## src/rtl/uart_rx_frame_decoder.sv

```systemverilog
// ============================================================================
// Module      : uart_rx_frame_decoder
// Description : Oversampling receiver for an 11-bit UART frame (start, 8 data
//               LSB first, parity, stop) with parity/framing error flags.
// Revision    : 1.0 - initial release
// ============================================================================
`default_nettype none

module uart_rx_frame_decoder #(
    parameter int CLKS_PER_BIT = 16,
    parameter bit PARITY_ODD   = 1'b0
) (
    input  logic       clk,
    input  logic       reset,
    input  logic       Rx_D,
    output logic [7:0] Rx_DATA,
    output logic       Rx_VALID,
    output logic       Rx_PERROR,
    output logic       Rx_FERROR,
    output logic       Rx_BUSY
);

    localparam int CNT_W = (CLKS_PER_BIT > 1) ? $clog2(CLKS_PER_BIT) : 1;
    localparam int HALF  = CLKS_PER_BIT / 2;
    localparam logic [CNT_W-1:0] C_HALF_LAST = CNT_W'(HALF - 1);
    localparam logic [CNT_W-1:0] C_BIT_LAST  = CNT_W'(CLKS_PER_BIT - 1);

    typedef enum logic [2:0] {
        S_IDLE   = 3'd0,
        S_START  = 3'd1,
        S_DATA   = 3'd2,
        S_PARITY = 3'd3,
        S_STOP   = 3'd4
    } state_t;

    state_t           state_q,   state_d;
    logic             rx_s1_q,   rx_s1_d;
    logic             rx_s2_q,   rx_s2_d;
    logic             rx_prev_q, rx_prev_d;
    logic [CNT_W-1:0] cnt_q,     cnt_d;
    logic [2:0]       bit_idx_q, bit_idx_d;
    logic [7:0]       shift_q,   shift_d;
    logic             par_q,     par_d;
    logic             stop_q,    stop_d;
    logic             done_q,    done_d;
    logic [7:0]       data_q,    data_d;
    logic             valid_q,   valid_d;
    logic             perror_q,  perror_d;
    logic             ferror_q,  ferror_d;

    always_comb begin
        state_d   = state_q;
        rx_s1_d   = Rx_D;
        rx_s2_d   = rx_s1_q;
        rx_prev_d = rx_s2_q;
        cnt_d     = cnt_q;
        bit_idx_d = bit_idx_q;
        shift_d   = shift_q;
        par_d     = par_q;
        stop_d    = stop_q;
        done_d    = 1'b0;
        data_d    = data_q;
        valid_d   = 1'b0;
        perror_d  = perror_q;
        ferror_d  = ferror_q;

        // Outputs publish one cycle after the stop sample, independent of the FSM,
        // so a new frame may already be starting in the same cycle.
        if (done_q) begin
            data_d   = shift_q;
            perror_d = ((^shift_q) ^ par_q) != PARITY_ODD;
            ferror_d = ~stop_q;
            valid_d  = 1'b1;
        end

        case (state_q)
            S_IDLE: begin
                // rx_prev_q high doubles as the arming condition: a line that
                // has not been seen high since reset or a break cannot start.
                if (rx_prev_q && !rx_s2_q) begin
                    state_d = S_START;
                    cnt_d   = '0;
                end
            end
            S_START: begin
                if (cnt_q == C_HALF_LAST) begin
                    cnt_d     = '0;
                    bit_idx_d = 3'd0;
                    state_d   = rx_s2_q ? S_IDLE : S_DATA;
                end else begin
                    cnt_d = cnt_q + 1'b1;
                end
            end
            S_DATA: begin
                if (cnt_q == C_BIT_LAST) begin
                    cnt_d     = '0;
                    shift_d   = {rx_s2_q, shift_q[7:1]};
                    bit_idx_d = bit_idx_q + 3'd1;
                    if (bit_idx_q == 3'd7) begin
                        state_d = S_PARITY;
                    end
                end else begin
                    cnt_d = cnt_q + 1'b1;
                end
            end
            S_PARITY: begin
                if (cnt_q == C_BIT_LAST) begin
                    cnt_d   = '0;
                    par_d   = rx_s2_q;
                    state_d = S_STOP;
                end else begin
                    cnt_d = cnt_q + 1'b1;
                end
            end
            S_STOP: begin
                // Leaving mid-stop-bit lets a back-to-back start edge be caught.
                if (cnt_q == C_BIT_LAST) begin
                    cnt_d   = '0;
                    stop_d  = rx_s2_q;
                    done_d  = 1'b1;
                    state_d = S_IDLE;
                end else begin
                    cnt_d = cnt_q + 1'b1;
                end
            end
            default: begin
                state_d = S_IDLE;
                cnt_d   = '0;
            end
        endcase
    end

    always_ff @(posedge clk) begin
        if (reset) begin
            state_q   <= S_IDLE;
            rx_s1_q   <= 1'b0;
            rx_s2_q   <= 1'b0;
            rx_prev_q <= 1'b0;
            cnt_q     <= '0;
            bit_idx_q <= 3'd0;
            shift_q   <= 8'h00;
            par_q     <= 1'b0;
            stop_q    <= 1'b0;
            done_q    <= 1'b0;
            data_q    <= 8'h00;
            valid_q   <= 1'b0;
            perror_q  <= 1'b0;
            ferror_q  <= 1'b0;
        end else begin
            state_q   <= state_d;
            rx_s1_q   <= rx_s1_d;
            rx_s2_q   <= rx_s2_d;
            rx_prev_q <= rx_prev_d;
            cnt_q     <= cnt_d;
            bit_idx_q <= bit_idx_d;
            shift_q   <= shift_d;
            par_q     <= par_d;
            stop_q    <= stop_d;
            done_q    <= done_d;
            data_q    <= data_d;
            valid_q   <= valid_d;
            perror_q  <= perror_d;
            ferror_q  <= ferror_d;
        end
    end

    assign Rx_DATA   = data_q;
    assign Rx_VALID  = valid_q;
    assign Rx_PERROR = perror_q;
    assign Rx_FERROR = ferror_q;
    assign Rx_BUSY   = (state_q != S_IDLE);

endmodule

`default_nettype wire
```

## config.mk

```make
export PLATFORM = sky130hd
export DESIGN_NAME = uart_rx_frame_decoder
export DESIGN_NICKNAME = d
export VERILOG_FILES = /design/src/rtl/uart_rx_frame_decoder.sv
export SDC_FILE = /design/constraint.sdc
export NUM_CORES = 1
export LEC_CHECK = 0
export ABC_CLOCK_PERIOD_IN_PS = 2040
export CORE_MARGIN = 1
export CORE_UTILIZATION = 55
export CTS_CLUSTER_DIAMETER = 80
export CTS_CLUSTER_SIZE = 40
export DETAILED_ROUTE_END_ITERATION = 6
export GPL_TIMING_DRIVEN = 0
export PLACE_DENSITY_LB_ADDON = 0.1
export SLEW_MARGIN = 20
export SYNTH_ARGS = -nofsm -noshare
export SYNTH_HDL_FRONTEND = slang
export SYNTH_SLANG_ARGS = --single-unit
```

## constraint.sdc

```tcl
create_clock -name clk -period 2.04 [get_ports clk]
set_input_delay 0.408 -clock clk [delete_from_list [all_inputs] [get_ports clk]]
set_output_delay 0.408 -clock clk [all_outputs]
set_load 0.02 [all_outputs]
```

==> metrics.csv, run 1 <==
stage,metric,value,unit
power_and_ir_drop,VDD IR-drop max,0.660,mV
clocking,clk root buf,clkbuf_4,
logic_synthesis,ranking of synthesized cells by area,"dfxtp_1, mux2i_1, nor2_1, ha_1, nand2b_1",
global_route,pin count of the biggest net entering global routing,12,
final_layout,ant diodes,0,
timing,FMAX,508,MHz
final_layout,Final Non-Filler Cells,207,
final_layout,share of cells above drive strength 1,10.7,%
timing,slew of the pin with the lowest slew margin,649,ps
floorplanning,Die X,54.4,um
logic_synthesis,Post-Synthesis Cells,156,
place,Port-buffer cells,13,
route,drt drc,0,
logic_synthesis,Commonest cells post-synth,"dfxtp_1, nor2_1, mux2i_1, a21oi_1",
route,Detailed Routing Iterations Pass 1,4,
floorplanning,core area,2540,um2
place,dpl cells,199,
critical_path,CP Data Arrival Time,1560,ps
logic_synthesis,"EDFF count, synth",0,
floorplanning,Cell Rows,18,
power_and_ir_drop,Logic pwr share,2.9,%
critical_path,worst r2r dst,stop_q,
timing,post-route minimum period,1970,ps
logic_synthesis,post-synth top area share,46.4,%
worst_hold_path,Hold EP,rx_s1_q,
floorplanning,Initial Utilization,59.3,%
power_and_ir_drop,Seq pwr share,55.3,%
final_layout,Final Net Count,182,
global_route,total grt overflow,0,
critical_path,Reg2Reg Depth,5,
timing,count of final setup violators,0,
power_and_ir_drop,Pwr Density,707,nW/um2
timing,setup TNS,0,ps
critical_path,Worst Path Required,1630,ps
timing,Fin. Hold Viols,0,
logic_synthesis,average cell area after synthesis,9.68,um2
global_route,initial antenna violation count,0,
timing,fin. max-slew vios,0,
route,Routed WL,2.76,mm
timing,skew final,10.9,ps
worst_hold_path,Min-Delay Path Depth,2,
critical_path,startpoint types,flip-flop,
run,MaxCap Viol Count,0,
worst_hold_path,Hold Crit Class,in2reg,
critical_path,CP endpoint kind,output port,
power_and_ir_drop,switching portion of total power,20.6,%
floorplanning,I/O pin cnt,15,
timing,Final WS setup,70.4,ps
clocking,cts bufs inserted,5,
power_and_ir_drop,internal power of the cells,990,uW
timing,hold_ws,368,ps
logic_synthesis,synth warn,0,
logic_synthesis,sequential area share after synthesis,46.4,%
route,DR iter-0 viols,28,
global_route,GRT Overall Usage,22.6,%
critical_path,crit-path max FO,10,
timing,Final period util,96.5,%
power_and_ir_drop,leak pwr,0.629,nW
logic_synthesis,ys async rst share,0,%
route,Vias/cell,5.42,
clocking,CTS tree,built,
power_and_ir_drop,Psw,257,uW
logic_synthesis,top cell type by total area after synthesis,dfxtp_1,
clocking,Num Clock Sinks,35,
final_layout,fill count,200,
critical_path,Worst R2R Start,cnt_q[1],
route,ANT nets after route,0,
place,RePlAce Congestion,0.804,
global_route,first-pass GRT wire length,4.46,mm
logic_synthesis,"Cell Area, Synth",1510,um2
place,post-DP HPWL,1.90,mm
critical_path,Crit Path Category,reg2out,
power_and_ir_drop,clock power share,41.8,%
logic_synthesis,register bit total from synthesis,35,
logic_synthesis,library cells used by synthesis,37,
logic_synthesis,Most used DFF post-synth,dfxtp_1,
timing,RSZ-0062 raised after global routing,no,
floorplanning,DIE HEIGHT,54.4,um
power_and_ir_drop,total power,1.25,mW
clocking,Longest Clk Path Bufs,2,
clocking,H-tree depth,2,
clocking,clk_lat worst skew,350,ps
floorplanning,die area,2960,um2
clocking,clock-pin slew of the registers on the worst-case setup and hold paths,110,ps
logic_synthesis,syn_nets,162,
place,DP Worst Slack,201,ps
route,WL per Instance,13.3,um
global_route,number of global-route vias before repair,1004,
timing,Slew HR,56.7,%
worst_hold_path,startpoint of the worst hold path,reset,
route,via count,1121,
run_status,outcome,completed,
critical_path,FF-to-FF setup slack,270,ps
final_layout,Area Overhead vs Synth,16.8,%
logic_synthesis,top-count cell post-synth,dfxtp_1,
[metrics by stage]
stage | util (%) | cell area, um2
4_1_cts | 69.3 | 1760
3_3_place_gp | 65.9 | 1680
2_1_floorplan | - | 1510
3_5_place_dp | 65.9 | 1680
5_1_grt | 69.3 | 1760
6_report | 69.3 | 1760
[registers in the layout, summed over array words and instances, names as in the netlist, 3 cells and up]
register and cells:
Rx_DATA 8, cnt_q 4, bit_idx_q 3, shift_q 8, state_q 3
[cell type report]
cell class                 count  area [um2]  share of cell area [%]
timing repair buffer          13         130                    7.38
inverter                       3        11.3                   0.638
clock buffer                   6        51.3                    2.91
buffer                        10        56.3                    3.19
clock inverter                 2        35.0                    1.99
sequential                    35         701                    39.7
multi-input combinational    108         742                    42.1
tap                           30        37.5                    2.13
[power by group through the flow]
stage,Clock (mW),Combinational [mW],Sequential [mW]
floorplan,0,0.0266,0.704
global placement,0,0.0365,0.705
detailed placement,0,0.0375,0.705
CTS,0.535,0.0369,0.690
global route,0.564,0.0405,0.690
finish,0.521,0.0364,0.690
[layer usage]
| metal | routed length [um] | vias to the layer above | GRT usage [%] |
|---|---|---|---|
| li1 | - | 583 | - |
| met4 | 56 | 0 | 10.3 |
| met3 | 92 | 7 | 9.17 |
| met2 | 1340 | 11 | 37.4 |
| met5 | 0 | - | 0 |
| met1 | 1270 | 520 | 25.3 |
[cells in the final DEF, fill, tap and decap left out, types with 2 or more instances in the layout]
| cell type | Yosys | final |
|---|---|---|
| dfxtp_1 | 35 | 35 |
| nor2_1 | 25 | 25 |
| mux2i_1 | 18 | 18 |
| clkdlybuf4s50_1 | 0 | 12 |
| a21oi_1 | 6 | 6 |
| clkbuf_1 | 5 | 5 |
| nand2_1 | 5 | 5 |
| nand3_1 | 5 | 5 |
| nand2b_1 | 5 | 5 |
| clkbuf_4 | 0 | 5 |
| o21ai_0 | 4 | 4 |
| buf_2 | 3 | 3 |
| or3_1 | 3 | 3 |
| inv_1 | 3 | 3 |
| nand3b_1 | 3 | 3 |
| a211oi_1 | 3 | 3 |
| nor2b_1 | 3 | 3 |
| xnor2_1 | 3 | 3 |
| ha_1 | 3 | 3 |
| buf_6 | 2 | 2 |
| a21oi_2 | 2 | 2 |
| nor3_1 | 2 | 2 |
| xor2_1 | 2 | 2 |
[worst max-delay path by stage]
stage                    start       to  slack [ps]  cells past startpoint
finish              state_q[1]  Rx_BUSY          70                      4
global placement    state_q[1]  Rx_BUSY         210                      4
CTS                 state_q[1]  Rx_BUSY          30                      4
global route        state_q[1]  Rx_BUSY           8                      4
detailed placement  state_q[1]  Rx_BUSY         200                      4
floorplan             cnt_q[0]   stop_q         420                      5
[worst max-delay path: stages (launching register included)]
cell and delay [ps]:
dfxtp_1 320, buf_6 130, or3_4 360, buf_6 130, clkdlybuf4s15_1 270
[cell families (layout without fill, tap and decap cells)]
kind of cell | after synthesis | after routing | synth area share [%]
compound gates | 23 | 23 | 10.5
flops | 35 | 35 | 46.4
simple gates | 58 | 58 | 19.8
mux | 18 | 18 | 11.9
xor+xnor | 6 | 6 | 4.39
fa+ha+maj | 3 | 3 | 2.49
buf+inv | 13 | 34 | 4.47
[repair_timing]
item / in CTS / in global routing
resized for setup: 1 / 1
buffers inserted: 0 / 0
cloned: 0 / 0
endpoints found under the setup margin: 1 / 1
hold buffers: 0 / 0
No activity file was read; power rests on OpenSTA's default activity.
==> inputs of run 2 (changes only) <==
--- a/config.mk
+++ b/config.mk
@@ -7,12 +7,13 @@
 export LEC_CHECK = 0
 export ABC_CLOCK_PERIOD_IN_PS = 2040
 export CORE_MARGIN = 1
-export CORE_UTILIZATION = 55
+export CORE_UTILIZATION = 45
 export CTS_CLUSTER_DIAMETER = 80
 export CTS_CLUSTER_SIZE = 40
 export DETAILED_ROUTE_END_ITERATION = 6
 export GPL_TIMING_DRIVEN = 0
 export PLACE_DENSITY_LB_ADDON = 0.1
+export SETUP_SLACK_MARGIN = 0.4
 export SLEW_MARGIN = 20
 export SYNTH_ARGS = -nofsm -noshare
 export SYNTH_HDL_FRONTEND = slang
==> run 2 against run 1 <==
- combinational power rose by 14%
- total power fell by 11%
- setup slack improved by 230 ps
- critical path depth did not move
- routed wire length rose by 4.8%
==> metrics.csv, run 2 (same netlist as run 1, synthesis figures left out) <==
stage,metric,value,unit
run_status,outcome,completed,
clocking,clk root buf,clkbuf_4,
clocking,H-tree depth,2,
timing,Fin. Hold Viols,0,
power_and_ir_drop,VDD IR-drop max,0.559,mV
global_route,GRT Overall Usage,18.0,%
floorplanning,DIE HEIGHT,59.9,um
worst_hold_path,Hold Crit Class,in2reg,
final_layout,ant diodes,0,
route,WL per Instance,13.0,um
power_and_ir_drop,leak pwr,0.684,nW
route,ANT nets after route,0,
critical_path,CP endpoint kind,output port,
final_layout,share of cells above drive strength 1,17.4,%
timing,count of final setup violators,0,
floorplanning,I/O pin cnt,15,
global_route,pin count of the biggest net entering global routing,11,
global_route,number of global-route vias before repair,1046,
power_and_ir_drop,total power,1.11,mW
global_route,initial antenna violation count,0,
critical_path,startpoint types,flip-flop,
run,MaxCap Viol Count,0,
clocking,Num Clock Sinks,35,
floorplanning,Initial Utilization,48.3,%
critical_path,Worst path slowest cell,dfxtp_2,
worst_hold_path,Min-Delay Path Depth,2,
timing,setup TNS,0,ps
clocking,cts bufs inserted,5,
critical_path,worst stage delay on the critical path,330,ps
route,Detailed Routing Iterations Pass 1,4,
final_layout,Final Net Count,184,
timing,FMAX,576,MHz
timing,Slew HR,53.8,%
timing,skew final,6.28,ps
timing,Final period util,85.0,%
critical_path,crit-path max FO,2,
clocking,clock-pin slew of the registers on the worst-case setup and hold paths,100,ps
route,drt drc,0,
place,Port-buffer cells,13,
final_layout,"most common cell after layout, fill and taps aside",dfxtp_1,
place,post-DP HPWL,1.90,mm
final_layout,fill count,306,
clocking,hold buffers post-CTS,0,
floorplanning,core area,3130,um2
route,Vias/cell,5.02,
route,via count,1114,
clocking,Longest Clk Path Bufs,2,
timing,post-route minimum period,1730,ps
timing,fin. max-slew vios,0,
timing,RSZ-0062 raised after global routing,yes,
floorplanning,Die X,59.9,um
critical_path,Reg2Reg Depth,7,
critical_path,most used cell along the critical path,buf_6,
final_layout,most frequent cells in the layout,"dfxtp_1, nor2_1, mux2i_1, dlygate4sd2_1",
place,RePlAce Congestion,0.771,
critical_path,Crit Path Category,reg2out,
final_layout,Final Non-Filler Cells,222,
final_layout,Area Overhead vs Synth,20.5,%
clocking,clk_lat worst skew,330,ps
place,dpl cells,213,
floorplanning,Cell Rows,20,
critical_path,crit-path cells,buf_6 -> or3_4 -> buf_6 -> buf_6,
critical_path,Worst Path Required,1630,ps
route,DR iter-0 viols,40,
power_and_ir_drop,Pwr Density,611,nW/um2
clocking,CTS tree,built,
floorplanning,die area,3590,um2
global_route,total grt overflow,0,
route,Routed WL,2.89,mm
critical_path,CP Data Arrival Time,1330,ps
global_route,first-pass GRT wire length,4.66,mm
timing,slew of the pin with the lowest slew margin,693,ps
run 2: area by class of cell:
cell class | instances | area (um2) | share of cell area, %
timing repair buffer | 15 | 133 | 7.29
sequential | 35 | 707 | 38.8
buffer | 10 | 58.8 | 3.23
multi-input combinational | 108 | 800 | 43.9
clock inverter | 1 | 5.00 | 0.275
tap | 44 | 55.1 | 3.02
inverter | 3 | 11.3 | 0.619
clock buffer | 6 | 51.3 | 2.82
run 2: critical path: cells and delay by family (launching register included):
kind,cells,cell delay (ps)
buf+inv,3,350
flops,1,330
simple gates,1,320
run 2: layer usage:
layer  vias to the layer above  global-route usage [%]  wire [um]
li1                        584                       -          -
met1                       510                    21.8       1380
met2                        15                    29.8       1370
met3                         5                    5.84         91
met4                         0                    5.98         43
met5                         -                       0          0
run 2: report_power, final:
group	internal [mW]	switching [mW]	total (mW)
Combinational	0.0167	0.0249	0.0416
Clock	0.160	0.222	0.381
Sequential	0.686	0.00375	0.690
Total	0.863	0.250	1.11
run 2: stage by stage:
| step | hold slack (ps) | area [um2] | utilization, % | setup WS (ps) |
|---|---|---|---|---|
| final | 397 | 1820 | 58.2 | 305 |
| after global routing | 421 | 1820 | 58.2 | 262 |
| after CTS | 391 | 1780 | 56.8 | 292 |
| after detailed placement | 443 | 1700 | 54.2 | 200 |
| after global placement | 429 | 1700 | 54.2 | 205 |
| after floorplan | 414 | 1510 | - | 415 |
run 2: timing repair:
item / 4_1_cts / 5_1_grt
endpoints found under the hold margin: 0 / 0
pin swaps: 1 / 5
endpoints found under the setup margin: 21 / 15
buffers inserted: 2 / 0
resized for setup: 24 / 12
run 2: path summary, 6_finish.rpt:
kind                                  from         end  slack (ps)
worst max-delay path            state_q[1]     Rx_BUSY         310
worst min-delay path                 reset     rx_s1_q         400
worst max register to register  state_q[1]  state_q[0]         420
worst min register to register      stop_q   Rx_FERROR         460
==> inputs of run 3 (changes only) <==
--- a/config.mk
+++ b/config.mk
@@ -6,6 +6,7 @@
 export NUM_CORES = 1
 export LEC_CHECK = 0
 export ABC_CLOCK_PERIOD_IN_PS = 2040
+export CAP_MARGIN = 20
 export CORE_MARGIN = 1
 export CORE_UTILIZATION = 45
 export CTS_CLUSTER_DIAMETER = 80
@@ -18,3 +19,4 @@
 export SYNTH_ARGS = -nofsm -noshare
 export SYNTH_HDL_FRONTEND = slang
 export SYNTH_SLANG_ARGS = --single-unit
+export TNS_END_PERCENT = 10
==> run 3 against run 2 <==
- clock power about the same
- first-iteration DRC count up 43%
- non-clock buffer count unchanged
- largest cell class unchanged
==> metrics.csv, run 3 (same netlist as run 1, synthesis figures left out) <==
stage,metric,value,unit
critical_path,crit-path max FO,2,
critical_path,Worst path slowest cell,dfxtp_2,
power_and_ir_drop,total power,1.11,mW
floorplanning,core area,3130,um2
floorplanning,Initial Utilization,48.3,%
critical_path,CP endpoint kind,output port,
critical_path,Buf/Inv on CP,3,
place,dpl cells,213,
power_and_ir_drop,Pwr Density,615,nW/um2
final_layout,Final Non-Filler Cells,222,
final_layout,most frequent cells in the layout,"dfxtp_1, nor2_1, mux2i_1, clkdlybuf4s50_1, a21oi_1",
global_route,total grt overflow,0,
critical_path,worst stage delay on the critical path,330,ps
route,WL per Instance,12.7,um
run,MaxCap Viol Count,0,
timing,Slew HR,53.7,%
final_layout,Final Net Count,184,
clocking,Num Clock Sinks,35,
global_route,pin count of the biggest net entering global routing,11,
power_and_ir_drop,internal power of the cells,862,uW
power_and_ir_drop,clock power share,34.4,%
power_and_ir_drop,Seq pwr share,62.0,%
critical_path,crit-path cells,buf_6 -> or3_4 -> buf_6 -> buf_6,
floorplanning,I/O pin cnt,15,
critical_path,startpoint types,flip-flop,
clocking,clock-pin slew of the registers on the worst-case setup and hold paths,100,ps
place,DP Worst Slack,200,ps
power_and_ir_drop,Logic pwr share,3.6,%
timing,FMAX,576,MHz
global_route,first-pass GRT wire length,4.64,mm
timing,Final WS setup,305,ps
timing,RSZ-0062 raised after global routing,yes,
worst_hold_path,Hold Crit Class,in2reg,
clocking,clk root buf,clkbuf_4,
route,Detailed Routing Iterations Pass 1,4,
place,RePlAce Congestion,0.771,
floorplanning,die area,3590,um2
final_layout,ant diodes,0,
timing,slew of the pin with the lowest slew margin,695,ps
clocking,CTS tree,built,
timing,post-route minimum period,1730,ps
timing,Final period util,85.0,%
route,drt drc,0,
critical_path,cell family with the largest share of critical-path delay,buffers and inverters,
critical_path,cell depth of the worst setup path,4,
critical_path,Worst Path Required,1630,ps
route,Routed WL,2.82,mm
place,post-DP HPWL,1.90,mm
route,DR iter-0 viols,57,
final_layout,multi-input logic area,777,um2
run_status,outcome,completed,
critical_path,Reg2Reg Depth,6,
final_layout,"most common cell after layout, fill and taps aside",dfxtp_1,
clocking,hold buffers post-CTS,0,
global_route,initial antenna violation count,0,
worst_hold_path,Min-Delay Path Depth,2,
global_route,number of global-route vias before repair,1041,
power_and_ir_drop,leak pwr,0.630,nW
timing,setup TNS,0,ps
final_layout,fill count,300,
clocking,Longest Clk Path Bufs,2,
place,Port-buffer cells,13,
global_route,GRT Overall Usage,17.9,%
clocking,cts bufs inserted,5,
critical_path,CP Data Arrival Time,1330,ps
route,ANT nets after route,0,
floorplanning,DIE HEIGHT,59.9,um
power_and_ir_drop,Psw,251,uW
final_layout,Area Overhead vs Synth,19.8,%
clocking,H-tree depth,2,
route,Vias/cell,5.06,
timing,hold_ws,397,ps
timing,count of final setup violators,0,
route,via count,1123,
critical_path,most used cell along the critical path,buf_6,
critical_path,Crit Path Category,reg2out,
timing,fin. max-slew vios,0,
power_and_ir_drop,VDD IR-drop max,0.560,mV
floorplanning,Cell Rows,20,
floorplanning,Die X,59.9,um
clocking,clk_lat worst skew,330,ps
power_and_ir_drop,switching portion of total power,22.6,%
timing,skew final,7.16,ps
final_layout,register area,707,um2
final_layout,share of cells above drive strength 1,15.2,%
timing,Fin. Hold Viols,0,
[run 3: cell count changes in the layout (fill, tap and decap cells not counted)]
cell             before  now
or3_1                 2    3
a211oi_2              1    2
a21oi_2               3    1
buf_4                 3    2
clkdlybuf4s50_1       1   12
a211oi_4              1    0
dlygate4sd2_1        11    0
or3_4                 2    1
buf_2                 2    3
or3b_4                1    0
a21oi_1               4    6
or3b_1                0    1
[run 3: layout make-up]
| class | count | area share (%) |
|---|---|---|
| inverters | 3 | 0.622 |
| repair buffers | 15 | 8.09 |
| plain buffers | 10 | 3.11 |
| clock buffers | 6 | 2.84 |
| clock inverters | 1 | 0.277 |
| flip-flops and latches | 35 | 39.1 |
| multi-input cells | 108 | 42.9 |
| well taps | 44 | 3.04 |
[run 3: power by group through the flow]
stage                     logic [mW]  clock network, mW  registers (mW)
after global routing          0.0446              0.419           0.691
after floorplan               0.0266                  0           0.704
final                         0.0405              0.383           0.690
after global placement        0.0370                  0           0.705
after CTS                     0.0388              0.396           0.690
after detailed placement      0.0372                  0           0.705
[run 3: final timing paths]
path | from | end | slack (ps)
setup / recovery | state_q[1] | Rx_BUSY | 310
hold / removal | reset | rx_s1_q | 400
setup reg to reg | state_q[1] | bit_idx_q[1] | 410
hold reg to reg | stop_q | Rx_FERROR | 460
[run 3: per-layer routing]
metal	vias to the layer above	global-route usage (%)	routed length, um
met5	-	0	0
met4	0	5.98	43
met3	5	5.84	87
met2	11	29.7	1320
met1	523	21.7	1370
li1	584	-	-
[run 3: stage by stage]
step / utilization, % / area [um2]
2_1_floorplan: - / 1510
3_3_place_gp: 54.2 / 1700
3_5_place_dp: 54.2 / 1700
4_1_cts: 57.2 / 1790
5_1_grt: 57.8 / 1810
6_report: 57.8 / 1810
[run 3: worst reg2reg max path: stages (launching register included)]
cell	delay [ps]
dfxtp_2	330
buf_6	110
buf_4	150
or3b_1	360
a211oi_2	350
nand3_1	130
a21oi_1	150
[run 3: timing repair]
action / 4_1_cts / 5_1_grt
endpoints found under the hold margin: 0 / 0
resized for setup: 13 / 5
setup endpoints to repair: 21 / 26
setup buffers: 2 / 0
pin swaps: 1 / 0
